### config.mk
export PLATFORM = sky130hd
export DESIGN_NAME = nn_layer_seq
export DESIGN_NICKNAME = d
export VERILOG_FILES = /design/src/rtl/nn_pkg.sv /design/src/rtl/nn_layer_seq.sv
export SDC_FILE = /design/constraint.sdc
export NUM_CORES = 1
export LEC_CHECK = 0
export CAP_MARGIN = 20
export CORE_AREA = 4 4 59 45
export CTS_CLUSTER_DIAMETER = 60
export DETAILED_ROUTE_END_ITERATION = 10
export DIE_AREA = 0 0 63 49
export PLACE_DENSITY = 0.7
export SLEW_MARGIN = 20
export SYNTH_ARGS = -nofsm -noshare
export SYNTH_HDL_FRONTEND = slang
export SYNTH_SLANG_ARGS = --single-unit
### constraint.sdc
create_clock -name clk -period 1.4 [get_ports clk]
set_input_delay 0.21 -clock clk [delete_from_list [all_inputs] [get_ports clk]]
set_output_delay 0.21 -clock clk [all_outputs]
set_load 0.005 [all_outputs]
### src/rtl/nn_pkg.sv
// Shared definitions for the MLP inference sequencer: FSM states, layer_sel codes and
// default layer sizes.
package nn_pkg;

    typedef enum logic [2:0] {
        StIdle,
        StL1Clr,
        StL1Acc,
        StL1Bias,
        StL2Clr,
        StL2Acc,
        StL2Bias,
        StDone
    } nn_state_e;

    localparam logic [1:0] LSEL_IDLE = 2'd0;
    localparam logic [1:0] LSEL_L1   = 2'd1;
    localparam logic [1:0] LSEL_L2   = 2'd2;

    localparam int unsigned N_IN_DEFAULT  = 784;
    localparam int unsigned N_HID_DEFAULT = 32;

endpackage

### src/rtl/nn_layer_seq.sv
// Two-layer MLP sequencer: walks layer-1 then layer-2 rows, issuing clear/MAC/bias strobes.
// Define NN_SEQ_CYCLE_CNT_EN to add the saturating busy-cycle counter output cycle_cnt.
module nn_layer_seq
    import nn_pkg::*;
#(
    parameter int unsigned N_IN  = N_IN_DEFAULT,
    parameter int unsigned N_HID = N_HID_DEFAULT
) (
    input  logic        clk,
    input  logic        rst,
    input  logic        start,
    input  logic        abort,
    input  logic        stall,
    output logic [1:0]  layer_sel,
    output logic [9:0]  row_idx,
    output logic        acc_clr,
    output logic        mac_en,
    output logic        bias_en,
    output logic        hid_valid,
    output logic        busy,
`ifdef NN_SEQ_CYCLE_CNT_EN
    output logic        done,
    output logic [15:0] cycle_cnt
`else
    output logic        done
`endif
);

    nn_state_e  state_q, state_d;
    logic [9:0] row_q, row_d;
    logic [9:0] last_row;

    assign last_row = (state_q == StL1Acc) ? 10'(N_IN - 1) : 10'(N_HID - 1);

    always_comb begin
        state_d = state_q;
        row_d   = '0;
        unique case (state_q)
            StIdle:   if (start) state_d = StL1Clr;
            StL1Clr:  state_d = StL1Acc;
            StL1Acc, StL2Acc: begin
                row_d = row_q;
                if (!stall) begin
                    if (row_q == last_row) begin
                        row_d   = '0;
                        state_d = (state_q == StL1Acc) ? StL1Bias : StL2Bias;
                    end else begin
                        row_d = row_q + 10'd1;
                    end
                end
            end
            StL1Bias: if (!stall) state_d = StL2Clr;
            StL2Clr:  state_d = StL2Acc;
            StL2Bias: if (!stall) state_d = StDone;
            StDone:   state_d = StIdle;
            default:  state_d = StIdle;
        endcase
        // Abort wins over stall and over any pending transition.
        if (abort) begin
            state_d = StIdle;
            row_d   = '0;
        end
    end

    always_ff @(posedge clk) begin
        if (rst) begin
            state_q <= StIdle;
            row_q   <= '0;
        end else begin
            state_q <= state_d;
            row_q   <= row_d;
        end
    end

    always_comb begin
        layer_sel = LSEL_IDLE;
        acc_clr   = 1'b0;
        mac_en    = 1'b0;
        bias_en   = 1'b0;
        hid_valid = 1'b0;
        busy      = (state_q != StIdle);
        done      = 1'b0;
        unique case (state_q)
            StL1Clr:  begin layer_sel = LSEL_L1; acc_clr = 1'b1; end
            StL1Acc:  begin layer_sel = LSEL_L1; mac_en = !stall; end
            StL1Bias: begin layer_sel = LSEL_L1; bias_en = !stall; end
            StL2Clr:  begin layer_sel = LSEL_L2; acc_clr = 1'b1; hid_valid = 1'b1; end
            StL2Acc:  begin layer_sel = LSEL_L2; mac_en = !stall; end
            StL2Bias: begin layer_sel = LSEL_L2; bias_en = !stall; end
            StDone:   done = 1'b1;
            default:  layer_sel = LSEL_IDLE;
        endcase
    end

    assign row_idx = row_q;

`ifdef NN_SEQ_CYCLE_CNT_EN
    logic [15:0] cnt_q;

    always_ff @(posedge clk) begin
        if (rst) begin
            cnt_q <= '0;
        end else if (state_q == StIdle && start && !abort) begin
            cnt_q <= '0;
        end else if (busy && cnt_q != 16'hFFFF) begin
            cnt_q <= cnt_q + 16'd1;
        end
    end

    assign cycle_cnt = cnt_q;
`endif

endmodule

==> impl_metrics.toml <==
[min_path]
min_path_type = "reg -> reg"
hold_path_end = "row_idx[9]"
whs_path_depth = 2
min_from = "row_idx[9]"

[worst_setup_path]
path_max_fanout = 4
rrSetupSlack_ns = -0.22
path_buf_inv = 1
cpMaxStageDelayCell = "or3b_4"
critPathLaunchType = "flip-flop"
worstSetupPathType = "reg -> reg"
max_stage_delay_ns = 0.41
crit_required_ns = 1.60
arrival_ns = 1.82
r2r-end = "state_q[0]"
worstRegToRegCells = 5
critical_path.top_delay_family = "multiplexers"
regToRegStartpoint = "state_q[2]"
worstPathCellList = "or3b_4 > buf_6 > mux2i_4 > o21ba_4 > mux2i_1"
cp-end-kind = "flip-flop"

[floorplanning]
rows = 14
fp.coreArea_mm2 = 0.00208
fp.dieArea_mm2 = 0.00309
initial_utilization_pct = 38.8
die_y_um = 49
ios = 23
die_w_um = 63

[clock_tree]
holdBufCountCts = 0
cts_tree = "yes"
h-tree-depth = 1
clk_pin_slew_worst_paths_ns = 0.08
cts_buffers = 3
clockBufferDepth = 2
cts_sinks = 13
clk_latency_ns = 0.28
cts_root_buffer = "clkbuf_4"

[synthesis]
synthTopCellsByArea = "dfxtp_1, nor2_1, xnor2_1, nand4b_4, nand2_1"
synth_seq_cells = 13
syn_area_per_cell_um2 = 9.08
seq_area_frac_synth_pct = 32.2
synth_cell_type_count = 32
syn_inst = 89
synth_edf_count = 0
netlist.area_leader.share_pct = 32.2
yosysWarnings = 0
synth_nets = 95
synth_area_um2 = 808
synth_ff_type = "dfxtp_1"
async_flop_share_pct = 0
yosys.area.top_type = "dfxtp_1"

[pwr]
p_leak_nw = 0.704
power_density_mw_per_mm2 = 499
max-vdd-ir-drop_v = 0.000412
totalPowerFinal_mw = 0.709

[place]
dp_cells = 152
dp_hpwl_um = 1600
gp_congestion = 0.775
portBuffers = 22

[detailed_routing]
drt_iter0_markers = 23
drt_first_pass_iters = 4
via_count = 857
wl_per_cell_um = 14.8
ant_nets = 0
drc = 0
routed_wl_um = 2460
vias_per_cell = 5.13

[global_route]
grt_pass1_wl_um = 3670
antenna_found_initial = 0
overflow = 0
grt_pass1_vias = 825
gr-usage-all-layers_pct = 15.0
grt_max_degree = 11

[sta]
fin_setup_tns_ns = -2.77
slew_viol_final = 0
worst_pin_slew_ns = 0.397
finalSetupViolations = 17
finalCritPeriodShare_pct = 116
rsz0062_at_grt = "yes"
timing.final.ws_setup_ns = -0.223
hold_viol = 0
whs_ns = 0.541
fmax_ghz = 0.616
skew_ns = 0.00417
min_period_ns = 1.62
slew_headroom_pct = 73.5

[layout]
fin_nets = 150
final_util_pct = 68.2
antenna_cells = 0
drive_gt1_share_pct = 51.0
mostFrequentLayoutCell = "buf_4"
area_delta_synth_final_pct = 76.0
final_cells = 167
n_fill_cell = 173
layout_common_cells = "buf_4, nor2_1, nand2_1, dfxtp_2, buf_6"

[run_status]
status = "complete, but fails checks"
violations = "negative setup slack"

[run]
cap_violations = 0
-- final cells by class --
cell class	instances	area, um^2	area share [%]
timing repair buffer	53	484	34.0
clock buffer	4	26.3	1.85
multi-input combinational	72	602	42.3
sequential	13	277	19.4
inverter	1	3.75	0.264
tap	24	30.0	2.11
-- per-stage QoR --
| stage | setup slack [ns] | instance area [um^2] |
|---|---|---|
| floorplan | -0.00491 | 823 |
| global placement | -0.312 | 1210 |
| detailed placement | -0.377 | 1210 |
| CTS | -0.195 | 1350 |
| global route | -0.291 | 1420 |
| finish | -0.223 | 1420 |
-- worst min-delay path: cells and delay by family, from the launching register on --
kind          cells  cell delay, ns
flops             1            0.36
simple gates      1            0.07
xor+xnor          1            0.07
-- report_power, final --
group,leakage [nW],total [mW],switching [mW],internal [mW]
registers,0.111,0.372,0.00198,0.370
logic,0.578,0.108,0.0463,0.0616
clock network,0.0150,0.229,0.118,0.111
total,0.704,0.709,0.167,0.543
-- registers in the layout, summed over array words and instances, names as in the netlist --
register and flops:
row_idx 10, state_q 3
-- worst max-delay path by stage --
stage	startpoint	endpoint	slack, ns	cells past startpoint
CTS	state_q[1]	row_idx[7]	-0.19	5
floorplan	state_q[1]	row_idx[0]	-0.005	4
global route	state_q[1]	state_q[0]	-0.29	5
finish	state_q[2]	state_q[0]	-0.22	5
global placement	stall	row_idx[5]	-0.31	5
detailed placement	stall	state_q[0]	-0.38	6
-- metal layers --
| metal | track usage (%) | part of all wire [%] | wire (um) | vias up |
|---|---|---|---|---|
| li1 | - | - | - | 414 |
| met1 | 19.2 | 42 | 1030 | 409 |
| met2 | 26.1 | 50 | 1230 | 30 |
| met3 | 4.38 | 6.6 | 162 | 4 |
| met4 | 1.10 | 1.6 | 40 | 0 |
| met5 | 0 | 0 | 0 | - |
-- what timing repair did --
| action | 4_1_cts | 5_1_grt |
|---|---|---|
| buffers inserted | 7 | 2 |
| gates resized for setup | 56 | 16 |
| hold endpoints to repair | 0 | 0 |
| pin swaps | 3 | 7 |
| cloned | 0 | 2 |
| setup endpoints to repair | 31 | 23 |
-- kinds of logic after synthesis --
logic type,share of synthesized area [%]
muxes,6.50
adders and majority gates,1.55
xor gates and xnor gates,10.8
and+or+nand+nor,32.8
DFF,32.2
AOI/OAI and AO/OA,12.8
buffers and inverters,3.25
-- synth_stat cells (2+ instances only) --
| library cell | instances |
|---|---|
| nor2_1 | 17 |
| dfxtp_1 | 13 |
| nand2_1 | 10 |
| xnor2_1 | 7 |
| or3_1 | 4 |
| buf_2 | 3 |
| mux2i_1 | 3 |
| xor2_1 | 3 |
| and2_1 | 2 |
| nand4b_4 | 2 |
| nor2b_1 | 2 |
| nor3_1 | 2 |
| nor3b_1 | 2 |
No activity file was read; power rests on OpenSTA's default activity.
